<file path="src/rtl/logic_gates_seq_pkg.sv">
// logic_gates_seq_pkg: shared op codes and key indices for the gate demo
package logic_gates_seq_pkg;
  localparam int OP_W = 3;
  localparam logic [OP_W-1:0] OP_AND   = 3'd0;
  localparam logic [OP_W-1:0] OP_OR    = 3'd1;
  localparam logic [OP_W-1:0] OP_XOR   = 3'd2;
  localparam logic [OP_W-1:0] OP_NAND  = 3'd3;
  localparam logic [OP_W-1:0] OP_NOR   = 3'd4;
  localparam logic [OP_W-1:0] OP_XNOR  = 3'd5;
  localparam logic [OP_W-1:0] OP_NOT_A = 3'd6;
  localparam logic [OP_W-1:0] OP_NOT_B = 3'd7;
  localparam int KEY_NEXT   = 0;
  localparam int KEY_PREV   = 1;
  localparam int KEY_FREEZE = 2;
  localparam int KEY_CLEAR  = 3;
endpackage

</file>
<file path="src/rtl/key_debounce.sv">
// key_debounce: synchronise and debounce one active-low key, pulse once per press
module key_debounce #(
  parameter int DEBOUNCE_CYCLES = 500000
) (
  input  logic CLOCK_50,
  input  logic RESET,
  input  logic key_n,
  output logic pressed,
  output logic press_pulse
);
  localparam int CW = $clog2(DEBOUNCE_CYCLES);
  logic          s1, s2, state;
  logic [CW-1:0] cnt;
  logic          flip;
  assign flip    = (s2 != state) && (cnt == CW'(DEBOUNCE_CYCLES - 1));
  assign pressed = ~state;
  // synchroniser, stability counter and press-edge pulse
  always_ff @(posedge CLOCK_50) begin
    if (RESET) begin
      s1          <= 1'b1;
      s2          <= 1'b1;
      state       <= 1'b1;
      cnt         <= '0;
      press_pulse <= 1'b0;
    end else begin
      s1          <= key_n;
      s2          <= s1;
      state       <= flip ? ~state : state;
      cnt         <= (s2 == state || flip) ? '0 : cnt + 1'b1;
      press_pulse <= flip & state;
    end
  end
endmodule

</file>
<file path="src/rtl/logic_gates_seq.sv">
// logic_gates_seq: key-selected bitwise gate on switch operands with freeze/clear
module logic_gates_seq
  import logic_gates_seq_pkg::*;
#(
  parameter int WIDTH           = 4,
  parameter int DEBOUNCE_CYCLES = 500000
) (
  input  logic                 CLOCK_50,
  input  logic                 RESET,
  input  logic [2*WIDTH-1:0]   SW,
  input  logic [3:0]           KEY,
  output logic [2*WIDTH-1:0]   LEDR,
  output logic [WIDTH-1:0]     LEDG,
  output logic [OP_W-1:0]      OP_SEL,
  output logic                 FROZEN
);
  logic [2*WIDTH-1:0] s_sw;
  logic [3:0]         pulse, keys_unused;
  logic [WIDTH-1:0]   a, b, res;
  logic [OP_W-1:0]    op_next;
  logic               frz_next, hold;
  for (genvar i = 0; i < 4; i++) begin : g_key
    key_debounce #(.DEBOUNCE_CYCLES(DEBOUNCE_CYCLES)) u_db (
      .CLOCK_50   (CLOCK_50),
      .RESET      (RESET),
      .key_n      (KEY[i]),
      .pressed    (keys_unused[i]),
      .press_pulse(pulse[i])
    );
  end
  assign a    = s_sw[WIDTH-1:0];
  assign b    = s_sw[2*WIDTH-1:WIDTH];
  assign LEDR = s_sw;
  // gate evaluation on the captured operands
  always_comb begin
    res = '0;
    case (OP_SEL)
      OP_AND:   res = a & b;
      OP_OR:    res = a | b;
      OP_XOR:   res = a ^ b;
      OP_NAND:  res = ~(a & b);
      OP_NOR:   res = ~(a | b);
      OP_XNOR:  res = ~(a ^ b);
      OP_NOT_A: res = ~a;
      OP_NOT_B: res = ~b;
      default:  res = '0;
    endcase
  end
  // op stepping and freeze toggling; clear wins over everything else
  always_comb begin
    op_next  = pulse[KEY_CLEAR] ? '0 :
               (pulse[KEY_NEXT] & ~pulse[KEY_PREV]) ? OP_SEL + 1'b1 :
               (pulse[KEY_PREV] & ~pulse[KEY_NEXT]) ? OP_SEL - 1'b1 : OP_SEL;
    frz_next = ~pulse[KEY_CLEAR] & (FROZEN ^ pulse[KEY_FREEZE]);
    hold     = FROZEN | frz_next;
  end
  // operand capture, control state and result register (held while frozen)
  always_ff @(posedge CLOCK_50) begin
    if (RESET) begin
      s_sw   <= '0;
      LEDG   <= '0;
      OP_SEL <= '0;
      FROZEN <= 1'b0;
    end else begin
      s_sw   <= SW;
      LEDG   <= hold ? LEDG : res;
      OP_SEL <= op_next;
      FROZEN <= frz_next;
    end
  end
endmodule

</file>
<file path="config.mk">
export PLATFORM = sky130hd
export DESIGN_NAME = logic_gates_seq
export DESIGN_NICKNAME = d
export VERILOG_FILES = /design/src/rtl/logic_gates_seq_pkg.sv /design/src/rtl/key_debounce.sv /design/src/rtl/logic_gates_seq.sv
export SDC_FILE = /design/constraint.sdc
export NUM_CORES = 1
export LEC_CHECK = 0
export ABC_AREA = 1
export BUFFER_PORTS_ARGS = -buffer_cell sky130_fd_sc_hd__buf_4
export CAP_MARGIN = 20
export CORE_MARGIN = 3
export CORE_UTILIZATION = 55
export CTS_CLUSTER_DIAMETER = 120
export DETAILED_ROUTE_END_ITERATION = 10
export GPL_TIMING_DRIVEN = 0
export PLACE_DENSITY = 0.77
export SKIP_CTS_REPAIR_TIMING = 1
export SLEW_MARGIN = 5
export SYNTH_ARGS = -nofsm -noshare
export SYNTH_HDL_FRONTEND = slang
export SYNTH_SLANG_ARGS = --single-unit
</file>
<file path="constraint.sdc">
create_clock -name CLOCK_50 -period 1.95 [get_ports CLOCK_50]
set_clock_uncertainty 0.15 [all_clocks]
set_input_delay 0.2925 -clock CLOCK_50 [delete_from_list [all_inputs] [get_ports CLOCK_50]]
set_output_delay 0.2925 -clock CLOCK_50 [all_outputs]
set_load 0.1 [all_outputs]
</file>
== Word level (Yosys, flattened, before mapping) ==
Index checks and enable logic that the tools add are counted.

* Word-level logic and storage cells: 91
* Bits of input ports: 14
* Bits in registers: 108
* Output and inout bits: 16

* $add $sub $neg: 6
* Bitwise operators: 24
* Equal/unequal tests: 19
* Reductions and logical operators: 15
* Mux-type cells: 3

{| class="wikitable"
|+ Operators with widths
! cell !! number
|-
| adder 19 x 1 -> 19 bit, second input constant || 4
|-
| == test 19 bit, second input constant || 4
|-
| case mux 4 bit (8 select lines) || 1
|-
| inverter 4 bit || 5
|-
| == test 3 bit, second input constant || 4
|-
| OR reduction 2 bit || 5
|-
| bitwise AND 1 bit || 7
|-
| inverter 1 bit || 7
|-
| == test 3 x 2 -> 1 bit, second input constant || 2
|-
| 2-to-1 mux 3 bit || 2
|-
| bitwise AND 4 bit || 1
|-
| == test 1 bit || 4
|-
| logical AND 1 bit || 4
|-
| logical OR 1 bit || 4
|-
| inequality test 1 bit || 4
|-
| bitwise OR 4 bit || 1
|-
| bitwise XOR 4 bit || 1
|-
| adder 3 x 1 -> 3 bit, second input constant || 1
|-
| == test 3 x 1 -> 1 bit, second input constant || 1
|-
| zero test 3 bit || 1
|-
| subtractor 3 x 1 -> 3 bit, second input constant || 1
|-
| nonzero test 2 bit || 1
|-
| bitwise OR 1 bit || 1
|-
| bitwise XOR 1 bit || 1
|}

== Depth between registers and ports, before layout ==
Gate-level depths: netlist (run 1).

* Word-level depth: 4
* Depth in mapped cells: 10
* Depth with buffers taken out: 10

== Cells and area by module ==
A second synthesis (run 1) with hierarchy kept.

* Cell total of the unflattened synthesis: 789
* Area, all modules: 5685.5 um2

{| class="wikitable"
|+ Modules (own cells, without submodules)
! module !! area each (um2) !! times used !! seq. area each (um2) !! cells an instance
|-
| key_debounce at g_key[0].u_db ... || 1141.1 || 3 || 460.4 || 154
|-
| logic_gates_seq || 1136.1 || 1 || 320.3 || 175
|-
| key_debounce at g_key[2].u_db || 1126.1 || 1 || 460.4 || 152
|}

== Least setup slack after synthesis (run 1) ==
Ideal clock, no wire load.

* Path type: flip-flop to flip-flop
* From: register OP_SEL[2]
* To: register LEDG[0]
* Slack: -0.308 ns
* Setup time: 0.122 ns
* Clock period less this slack: 2.258 ns
* Stages on the path, launching flop included: 10
* Data required time: 1.678 ns
* Path buffers: 1
* Data arrival time: 1.986 ns
* Cell sequence: dfxtp_1 clkbuf_2 inv_1 ha_1 nand2_1 o21ai_0 nor2_1 nand2_1 nor2_1 a21oi_1

* Longest elaborated chain between the ends: 2
* Elaborated cells between the ends (all ways): 9
* Classes of those cells: 7 x eq/ne; 1 x mux; 1 x reduce/logical

{| class="wikitable"
|+ RTL lines
! item !! line !! text
|-
| start: declaration || logic_gates_seq.sv:14 || <nowiki>output logic [OP_W-1:0] OP_SEL,</nowiki>
|-
| start signal: assignment || logic_gates_seq.sv:67 || <nowiki>OP_SEL <= op_next;</nowiki>
|-
| == test 3 bit (tied with other cells) || logic_gates_seq.sv:37 || <nowiki>case (OP_SEL)</nowiki>
|-
| case mux 4 bit (8 select lines) (*) || logic_gates_seq.sv:37 ||
|-
| end signal: assignment || logic_gates_seq.sv:66 || <nowiki>LEDG <= hold ? LEDG : res;</nowiki>
|-
| end: declaration || logic_gates_seq.sv:13 || <nowiki>output logic [WIDTH-1:0] LEDG,</nowiki>
|}

Mark *: on every way between the ends. The rest lies on a longest branch, timed or not.
A chain may end at the register's enable or synchronous reset.

== Final worst setup path (run 1) ==
* From: register g_key[0].u_db.cnt[0]
* To: register g_key[0].u_db.cnt[16]

* Longest elaborated chain between the ends: 4
* Elaborated cells between the ends (all ways): 5
* Classes of those cells: 1 x add/sub; 1 x eq/ne; 3 x reduce/logical

{| class="wikitable"
|+ RTL lines
! item !! line !! text
|-
| start: declaration || key_debounce.sv:13 || <nowiki>logic [CW-1:0] cnt;</nowiki>
|-
| start signal: assignment || key_debounce.sv:29 || <nowiki>cnt <= (s2 == state || flip) ? '0 : cnt + 1'b1;</nowiki>
|-
| parallel branches: the longest is 4 deep, another holds adder 19 x 1 -> 19 bit || - ||
|}

Several ways; the timed one is not identified.

==> results of run 1 <==
==> path summary, 6_finish.rpt <==
check | from | end | slack [ps]
min reg2reg | g_key[3].u_db.s1 | g_key[3].u_db.s2 | 270
min | RESET | g_key[0].u_db.cnt[12] | 180
max reg2reg | g_key[0].u_db.cnt[0] | g_key[0].u_db.cnt[16] | 160
max | g_key[0].u_db.cnt[0] | g_key[0].u_db.cnt[16] | 160
==> state kept, by name (all words and copies together), names as in the netlist <==
name,count
g_key.u_db.cnt,76
LEDR,8
LEDG,4
g_key.u_db.press_pulse,4
g_key.u_db.s1,4
g_key.u_db.s2,4
g_key.u_db.state,4
OP_SEL,3
FROZEN,1
==> routing by layer <==
| metal | track usage [%] | vias up | routed length, um |
|---|---|---|---|
| li1 | - | 2563 | - |
| met1 | 26.5 | 2169 | 5190 |
| met2 | 35.2 | 83 | 5210 |
| met3 | 3.70 | 10 | 390 |
| met4 | 4.90 | 0 | 91 |
| met5 | 0 | - | 0 |
==> cell type report <==
type / instances / area [um^2]
clock buffer: 11 / 141
tap: 129 / 161
multi-input combinational: 569 / 2900
timing repair buffer: 41 / 338
buffer: 8 / 63.8
fill: 861 / 3300
inverter: 104 / 390
sequential: 108 / 2170
clock inverter: 5 / 37.5
==> cells by family after synthesis <==
kind of cell | Yosys count | synth area share [%]
XOR/XNOR | 34 | 5.40
AND/OR/NAND/NOR | 452 | 36.6
buffers and inverters | 112 | 8.24
AO/OA/AOI/OAI | 63 | 5.99
adder cells (fa/ha/maj) | 20 | 4.54
flip-flops | 108 | 39.2
==> worst max-delay path, delay by kind of cell (launching register included) <==
| kind | cells | cell delay [ps] |
|---|---|---|
| adders and majority gates | 1 | 210 |
| buffers and inverters | 2 | 240 |
| DFF | 1 | 400 |
| AOI/OAI and AO/OA | 1 | 230 |
| and+or+nand+nor | 4 | 460 |
==> power by group <==
part | total (mW) | internal (mW) | switching (mW)
Clock | 1.24 | 0.503 | 0.739
Sequential | 2.25 | 2.23 | 0.0183
Combinational | 0.267 | 0.0894 | 0.178
Total | 3.76 | 2.82 | 0.935
==> layout by cell type (no fill, tap or decap), types with 3 or more instances in the layout <==
cell           Yosys  routed
nand2_4            4       4
a21oi_1           34      34
or2_2             13      13
dlygate4sd3_1      0      12
dfxtp_2            0       9
nor3_1             6       6
xnor2_1           17      17
o21ai_0           22      22
or2_0              5       5
buf_6              4       4
nor2_1           146     146
buf_4              0      29
xor2_1            17      17
nand4_1           22      22
o211ai_1           4       4
ha_1              20      20
nand2_2            3       3
nand2_1          182     182
nand3_2            5       5
nor2_2            10      10
inv_1            104     104
nand3b_1          10      10
nand3_1           41      41
clkbuf_8           0      10
dfxtp_1          108      99
==> through the flow <==
stage | instance area, um^2 | hold WS (ps) | TNS, ps | std cells | utilization [%]
after floorplan | 5530 | 239 | -34.0 | 789 | -
after global placement | 5900 | 244 | 0 | 947 | 62.1
after detailed placement | 5900 | 246 | 0 | 947 | 62.1
after CTS | 6080 | -41.1 | 0 | 963 | 64.0
after global routing | 6200 | 189 | 0 | 975 | 65.3
final | 6200 | 180 | 0 | 975 | 65.3
==> run summary, run 1 <==
Synth
- **number of enable-type register cells in the synthesized netlist** 0
- **Cell Area, Synth** 0.00551 mm^2
- **number of library cell types mapped by synthesis** 30
- **Synth top cells by count** 182 x nand2_1, 146 x nor2_1, 108 x dfxtp_1
- **cell taking the most area after synthesis** dfxtp_1
- **leading register cell type out of synthesis** dfxtp_1
- **flip-flop and latch count after synthesis** 108
- **post-synth top area share** 39.2%
- **sequential element share of the synthesized area** 39.2%
- **Mapped Cells** 789
- **total number of yosys warnings** 0
- **Post-synth ARST share** 0%
- **mean instance size in the synthesized netlist** 6.99 um^2
- **largest cells by area after synthesis** dfxtp_1 39%, nand2_1 12%, nor2_1 9.9%
- **net count after synthesis** 823
- **most common cell in the synthesized netlist** nand2_1

Place
- **quantity of I/O buffers inserted on ports** 29
- **Final Wtd Congestion** 0.859
- **DP Worst Slack** 213 ps
- **post-DP HPWL** 8230 um

Setup path
- **worst endpoint data arrival time** 1900 ps
- **most used cell, CP** nand2_1
- **crit path kind** reg2reg
- **nature of the critical path endpoint** flop
- **Worst path max stage delay** 400 ps
- **startpoint class of the critical path** flop
- **Worst R2R Path Depth** 8
- **cell at the slowest stage of the critical path** dfxtp_1
- **endpoint required time on the critical path** 2060 ps
- **Max FO, Critical Path** 5
- **cell breakdown of the critical path** ha_1, nand3_1, inv_1, nand2_1, o21ai_0, nand2_1, nand2_1, inv_1

Cells and area
- **area added between synthesis and finish** 12.5%
- **layout cells sized above 1** 11.7%
- **number of nets in the layout** 875
- **n_diodes** 0

Status
- **run status** complete, no violations

STA
- **final count of negative-setup-slack endpoints** 0
- **minimum clock period** 1790 ps
- **unrepaired setup endpoints after global routing** false
- **Slew @ Worst Pin** 357 ps
- **number of pins with negative max-slew slack in the final report** 0
- **headroom to the max-slew limit** 76.2%
- **period utilization** 91.6%
- **hold violation count in the final report** 0
- **achievable clock frequency** 560 MHz
- **worst path setup slack after routing** 164 ps

Power and ir drop
- **total power** 3.76 mW
- **pwr dens** 606 mW/mm^2
- **Leakage Power** 2.37 nW
- **peak ir drop on the vdd network** 0.545 mV

Detailed routing
- **number of antenna-violating nets in the routed design** 0
- **via/cell ratio** 4.95
- **Residual DRC** 0
- **number of search-and-repair iterations in the first detailed-routing pass** 6
- **WL per Instance** 11.2 um
- **number of DRC violations after detailed-routing iteration 0** 218
- **final wirelength** 10,900 um
- **via count** 4,825

GRT
- **total global routing overflow** 0
- **number of antenna violations at the first check in global routing** 0
- **overall fraction of global-route tracks in use** 20.4%
- **pin count of the biggest net entering global routing** 18
- **global-route wire length before repair** 19,500 um
- **number of global-route vias before repair** 4,568

Floorplan
- **floorplan row count** 35
- **Initial Util** 58.0%
- **Die W** 106 um
- **die span in y** 106 um
- **die area** 0.0113 mm^2
- **Top Ports** 30
- **Core Region** 0.00950 mm^2

Clock tree
- **Clock Path Buffers** 2
- **clk_lat worst skew** 360 ps
- **TritonCTS clock tree** done
- **Inserted Clock Buffers** 9
- **Clock Pin Slew Worst Setup and Hold Paths** 100 ps
- **CTS H-Tree Depth** 3
- **clock net sink count** 108
- **root buffer cell** clkbuf_8

Worst hold path
- **worst hold path depth** 4
- **Hold Crit Class** in2reg

Job
- **Max Cap Violations** 0

Power figures use the tool's default switching activity.
==> inputs of run 2 (changes only) <==
--- a/config.mk
+++ b/config.mk
@@ -18,4 +18,5 @@
 export SLEW_MARGIN = 5
 export SYNTH_ARGS = -nofsm -noshare
 export SYNTH_HDL_FRONTEND = slang
+export SYNTH_HIERARCHICAL = 1
 export SYNTH_SLANG_ARGS = --single-unit
==> run summary, run 2 <==
STA
- **achievable clock frequency** 573 MHz, +2.4%
- **unrepaired setup endpoints after global routing** false
- **Slew @ Worst Pin** 311 ps, -46.6 ps
- **headroom to the max-slew limit** 79.3%, +3.1 points
- **period utilization** 89.4%, -2.2 points
- **final count of negative-setup-slack endpoints** 0, unchanged
- **hold violation count in the final report** 0, unchanged
- **number of pins with negative max-slew slack in the final report** 0, unchanged
- **minimum clock period** 1740 ps, -42.3 ps

Cells and area
- **number of nets in the layout** 875, unchanged
- **most common cell after layout, fill and taps aside** nand2_1
- **top library cells by usage in the layout, fill and taps aside** 153 x nand2_1, 144 x nor2_1, 99 x dfxtp_1
- **layout cells sized above 1** 15.2%, +3.5 points
- **register name with the most flops** g_key.u_db/cnt
- **final instance area** 0.00641 mm^2, +3.4%
- **number of non-filler instances in the completed layout** 977, +0.21%
- **number of flip-flops under the largest register name** 76, unchanged
- **area added between synthesis and finish** 12.8%
- **n_diodes** 0, unchanged
- **Util after Layout** 64.7%, -0.57 points

Synth
- **Mapped Cells** 789, unchanged
- **Synth top cells by count** 153 x nand2_1, 144 x nor2_1, 108 x dfxtp_1
- **sequential element share of the synthesized area** 38.0%, -1.2 points
- **number of library cell types mapped by synthesis** 28, -6.7%
- **total number of yosys warnings** 6, +6
- **flip-flop and latch count after synthesis** 108, unchanged
- **cell taking the most area after synthesis** dfxtp_1
- **largest cells by area after synthesis** dfxtp_1 38%, nand2_1 10%, nor2_1 9.5%
- **number of enable-type register cells in the synthesized netlist** 0, unchanged
- **Cell Area, Synth** 0.00569 mm^2, +3.1%
- **post-synth top area share** 38.0%, -1.2 points
- **leading register cell type out of synthesis** dfxtp_1
- **net count after synthesis** 823, unchanged
- **Post-synth ARST share** 0%, unchanged
- **mean instance size in the synthesized netlist** 7.21 um^2, +3.1%
- **most common cell in the synthesized netlist** nand2_1

Status
- **run status** complete, no violations

Clock tree
- **clock net sink count** 108, unchanged
- **Clock Path Buffers** 2, unchanged
- **root buffer cell** clkbuf_8
- **Clock Pin Slew Worst Setup and Hold Paths** 100 ps, about the same
- **Inserted Clock Buffers** 9, unchanged
- **TritonCTS clock tree** done
- **CTS H-Tree Depth** 3, unchanged
- **clk_lat worst skew** 380 ps, +20 ps

Detailed routing
- **final wirelength** 11,000 um, +1.3%
- **via/cell ratio** 5.01, +1.3%
- **number of search-and-repair iterations in the first detailed-routing pass** 5, -1
- **WL per Instance** 11.3 um, +1.1%
- **number of DRC violations after detailed-routing iteration 0** 213, -2.3%
- **number of antenna-violating nets in the routed design** 0, unchanged
- **via count** 4,896, +1.5%
- **Residual DRC** 0, unchanged

GRT
- **number of antenna violations at the first check in global routing** 0, unchanged
- **total global routing overflow** 0, unchanged
- **pin count of the biggest net entering global routing** 22, +4
- **global-route wire length before repair** 19,000 um, -2.4%
- **overall fraction of global-route tracks in use** 19.9%, -0.55 points
- **number of global-route vias before repair** 4,595, +0.59%

Power and ir drop
- **peak ir drop on the vdd network** 0.605 mV, +11%
- **pwr dens** 613 mW/mm^2, +1.2%
- **Leakage Power** 2.29 nW, -3.3%

Worst hold path
- **Worst Hold End** g_key[3].u_db/press_pulse
- **Hold Crit Class** in2reg
- **worst hold path depth** 2, -2
- **hold_sp** RESET

Setup path
- **startpoint of the worst register-to-register path** g_key[2].u_db/cnt[0]
- **nature of the critical path endpoint** flop
- **worst endpoint data arrival time** 1860 ps, -40 ps
- **startpoint class of the critical path** flop
- **end of the worst register-to-register path** g_key[2].u_db/cnt[11]
- **Max FO, Critical Path** 10, +5
- **endpoint required time on the critical path** 2070 ps, about the same
- **Worst R2R Path Depth** 7, -1
- **crit path kind** reg2reg
- **flop2flop setup slack** 210 ps, +40 ps

Floorplan
- **Core Region** 0.00991 mm^2, +4.3%
- **floorplan row count** 36, +2.9%
- **die area** 0.0116 mm^2, +2.9%
- **Top Ports** 30, unchanged
- **die span in y** 108 um, +1.5%
- **Initial Util** 57.4%, -0.65 points
- **Die W** 108 um, +1.5%

Place
- **placed cell count** 951, +0.42%
- **post-DP HPWL** 8180 um, -0.62%
- **dpl cell area** 0.00608 mm^2, +3.0%
- **quantity of I/O buffers inserted on ports** 29, unchanged
- **Final Wtd Congestion** 0.882, +2.7%

Job
- **Max Cap Violations** 0, unchanged

run 2: cell count changes in the layout (fill, tap and decap cells not counted), moves of 5 or more:
| cell | previous run | this run |
|---|---|---|
| nor2_4 | 2 | 7 |
| o21bai_1 | 2 | 8 |
| nor2_2 | 10 | 18 |
| xnor2_1 | 17 | 6 |
| inv_2 | 0 | 6 |
| nand4_1 | 22 | 13 |
| nand2_1 | 182 | 153 |
| nand3_1 | 41 | 72 |
| xor2_1 | 17 | 30 |
| nand3_2 | 5 | 14 |
| inv_1 | 104 | 94 |
| o21ai_0 | 22 | 9 |
run 2: cells by family after synthesis:
logic type                 synth area share, %
buffers and inverters                     7.88
and+or+nand+nor                           38.2
adders and majority gates                 4.40
DFF                                       38.0
AOI/OAI and AO/OA                         5.99
xor gates and xnor gates                  5.55
run 2: how the worst max path moves through the flow:
stage	from	slack (ps)	end
after floorplan	LEDR[6]	-30	LEDG[2]
after global placement	g_key[3].u_db/cnt[0]	250	g_key[3].u_db/cnt[17]
after detailed placement	g_key[1].u_db/cnt[0]	210	g_key[1].u_db/cnt[12]
after CTS	g_key[2].u_db/cnt[0]	180	g_key[2].u_db/cnt[11]
after global routing	OP_SEL[0]	80	LEDG[1]
final	g_key[2].u_db/cnt[0]	210	g_key[2].u_db/cnt[11]
run 2: per-layer routing:
layer  vias up  part of all wire, %  global-route usage [%]  wire, um
met3        17                  3.9                    5.04       432
met2        88                   49                    34.9      5360
met1      2213                   46                    23.6      5060
li1       2578                    -                       -         -
met5         -                    0                       0         0
met4         0                  1.6                    6.31       176
run 2: critical path, stage by stage, from the launching register on:
cell and delay [ps]:
dfxtp_1 380, ha_1 260, nand3_2 170, inv_1 140
nand3_2 160, nand2_4 160, buf_6 160, nor2_1 50
run 2: metrics by stage:
step	hold slack (ps)	TNS, ps	power (mW)	setup slack [ps]
floorplan	221	-33.9	2.44	-33.9
global placement	243	0	2.49	250
detailed placement	245	0	2.50	215
CTS	-73.4	0	3.96	185
global route	141	0	4.07	76.0
finish	154	0	3.93	206
run 2: layout make-up:
type | instances | area, um^2
fillers | 874 | 3500
well taps | 133 | 166
inverters | 103 | 387
clock buffers | 10 | 138
plain buffers | 6 | 61.3
multi-input cells | 572 | 3080
repair buffers | 41 | 338
clock inverters | 4 | 73.8
flip-flops and latches | 108 | 2170
run 2: power by group:
part | internal [mW] | switching [mW]
registers | 2.23 | 0.0158
logic | 0.0816 | 0.145
clock network | 0.747 | 0.715
==> inputs of run 3 (changes only) <==
--- a/config.mk
+++ b/config.mk
@@ -10,9 +10,9 @@
 export CAP_MARGIN = 20
 export CORE_MARGIN = 3
 export CORE_UTILIZATION = 55
+export CTS_BUF_LIST = sky130_fd_sc_hd__clkbuf_2
 export CTS_CLUSTER_DIAMETER = 120
 export DETAILED_ROUTE_END_ITERATION = 10
-export GPL_TIMING_DRIVEN = 0
 export PLACE_DENSITY = 0.77
 export SKIP_CTS_REPAIR_TIMING = 1
 export SLEW_MARGIN = 5
==> constraint.sdc (replaced) <==
create_clock -name CLOCK_50 -period 1.95 [get_ports CLOCK_50]
set_clock_uncertainty 0.15 [all_clocks]
set_input_delay 0.195 -clock CLOCK_50 [delete_from_list [all_inputs] [get_ports CLOCK_50]]
set_output_delay 0.195 -clock CLOCK_50 [all_outputs]
set_load 0.1 [all_outputs]
==> run summary, run 3 (synthesis results as in run 2) <==
STA
- **minimum clock period** 1710 ps, -32.7 ps
- **hold violation count in the final report** 0, unchanged
- **unrepaired setup endpoints after global routing** false
- **period utilization** 87.7%, -1.7 points
- **Slew @ Worst Pin** 371 ps, +60.9 ps
- **number of pins with negative max-slew slack in the final report** 0, unchanged
- **achievable clock frequency** 584 MHz, +1.9%
- **final count of negative-setup-slack endpoints** 0, unchanged
- **headroom to the max-slew limit** 75.2%, -4.1 points
- **worst path setup slack after routing** 239 ps, +32.7 ps

Cells and area
- **layout cells sized above 1** 14.3%, -0.83 points
- **final instance area** 0.00637 mm^2, -0.59%
- **fillers** 864, -1.1%
- **top library cells by usage in the layout, fill and taps aside** 153 x nand2_1, 144 x nor2_1, 99 x dfxtp_1
- **register name with the most flops** g_key.u_db/cnt
- **n_diodes** 0, unchanged
- **number of nets in the layout** 882, +0.80%
- **area added between synthesis and finish** 12.1%
- **most common cell after layout, fill and taps aside** nand2_1
- **number of non-filler instances in the completed layout** 984, +0.72%
- **number of flip-flops under the largest register name** 76, unchanged

Setup path
- **Max FO, Critical Path** 7, -3
- **worst endpoint data arrival time** 2090 ps, +230 ps
- **endpoint required time on the critical path** 2330 ps, +260 ps
- **startpoint of the worst register-to-register path** g_key[0].u_db/cnt[0]
- **flop2flop setup slack** 240 ps, +30 ps
- **Setup crit end** g_key[0].u_db/cnt[16]
- **Worst R2R Path Depth** 7, unchanged
- **launching instance or port of the critical path** g_key[0].u_db/cnt[0]
- **nature of the critical path endpoint** flop
- **startpoint class of the critical path** flop
- **end of the worst register-to-register path** g_key[0].u_db/cnt[16]
- **crit path kind** reg2reg

Clock tree
- **Clock Path Buffers** 2, unchanged
- **root buffer cell** clkbuf_2
- **clk_lat worst skew** 550 ps, +170 ps
- **Inserted Clock Buffers** 9, unchanged
- **Clock Pin Slew Worst Setup and Hold Paths** 260 ps, +160 ps
- **TritonCTS clock tree** done
- **clock net sink count** 108, unchanged
- **CTS H-Tree Depth** 3, unchanged

Floorplan
- **Initial Util** 57.4%, unchanged
- **die area** 0.0116 mm^2, unchanged
- **die span in y** 108 um, unchanged
- **Die W** 108 um, unchanged
- **Core Region** 0.00991 mm^2, unchanged
- **floorplan row count** 36, unchanged
- **Top Ports** 30, unchanged

Detailed routing
- **final wirelength** 11,300 um, +2.7%
- **via/cell ratio** 5.03, +0.42%
- **number of antenna-violating nets in the routed design** 0, unchanged
- **number of DRC violations after detailed-routing iteration 0** 297, +39%
- **WL per Instance** 11.5 um, +2.0%
- **Residual DRC** 0, unchanged
- **via count** 4,952, +1.1%
- **number of search-and-repair iterations in the first detailed-routing pass** 5, unchanged

Power and ir drop
- **peak ir drop on the vdd network** 0.657 mV, +8.6%
- **pwr dens** 545 mW/mm^2, -11%
- **total power** 3.47 mW, -12%
- **Leakage Power** 2.28 nW, -0.63%

Place
- **quantity of I/O buffers inserted on ports** 29, unchanged
- **placed cell count** 945, -0.63%
- **DP Worst Slack** 218 ps, +3.19 ps
- **post-DP HPWL** 8250 um, +0.90%
- **dpl cell area** 0.00602 mm^2, -1.0%
- **Final Wtd Congestion** 0.886, +0.41%

GRT
- **overall fraction of global-route tracks in use** 19.8%, -0.10 points
- **total global routing overflow** 0, unchanged
- **number of antenna violations at the first check in global routing** 0, unchanged
- **global-route wire length before repair** 19,200 um, +0.76%
- **pin count of the biggest net entering global routing** 31, +41%
- **number of global-route vias before repair** 4,577, -0.39%

Job
- **Max Cap Violations** 0, unchanged

Worst hold path
- **Hold Crit Class** reg2reg

Status
- **run status** complete, no violations

run 3: changes by cell type in the layout (fill, tap and decap cells not counted), sizes merged:
cell and change:
clkinv +2, buf -6, bufinv -1, dlygate4sd3 +13, inv -1
run 3: per-stage QoR:
step | utilization, % | hold WS, ps | setup TNS, ps
detailed placement | 60.7 | 236 | 0
global placement | 60.7 | 230 | 0
global route | 64.3 | 315 | 0
CTS | 61.8 | -411 | 0
finish | 64.3 | 299 | 0
floorplan | - | 123 | -33.9
run 3: worst min path at each step:
stage,cells after the start,end,start
5_1_grt,1,g_key[1].u_db/s2,g_key[1].u_db/s1
6_report,1,g_key[2].u_db/s2,g_key[2].u_db/s1
2_1_floorplan,1,g_key[0].u_db/press_pulse,RESET
3_3_place_gp,2,g_key[1].u_db/s1,KEY[1]
4_1_cts,2,g_key[0].u_db/s1,KEY[0]
3_5_place_dp,2,g_key[0].u_db/s1,KEY[0]
run 3: layout make-up:
cell class	count	area, um^2	area share, %
multi-input combinational	572	3080	48.2
inverter	103	387	6.06
sequential	108	2180	34.1
clock inverter	4	52.6	0.824
clock buffer	10	50.0	0.785
timing repair buffer	54	468	7.34
tap	133	166	2.61
run 3: layer usage:
metal | wire length [um] | up-vias | global-route usage (%) | part of all wire, %
met5 | 0 | - | 0 | 0
met1 | 5070 | 2249 | 23.1 | 45
li1 | - | 2597 | - | -
met4 | 148 | 0 | 5.68 | 1.3
met3 | 448 | 13 | 4.02 | 4.0
met2 | 5650 | 93 | 36.3 | 50
run 3: critical path: stages (launching register included):
cell      delay [ps]
dfxtp_1          430
ha_1             250
nand3_2          200
nor2_4           220
nand3_1          120
o21bai_1         160
inv_1             60
nor2_1            90
run 3: power breakdown:
group	internal [mW]	switching (mW)
sequential	2.24	0.0158
clock	0.291	0.687
combinational	0.0940	0.148
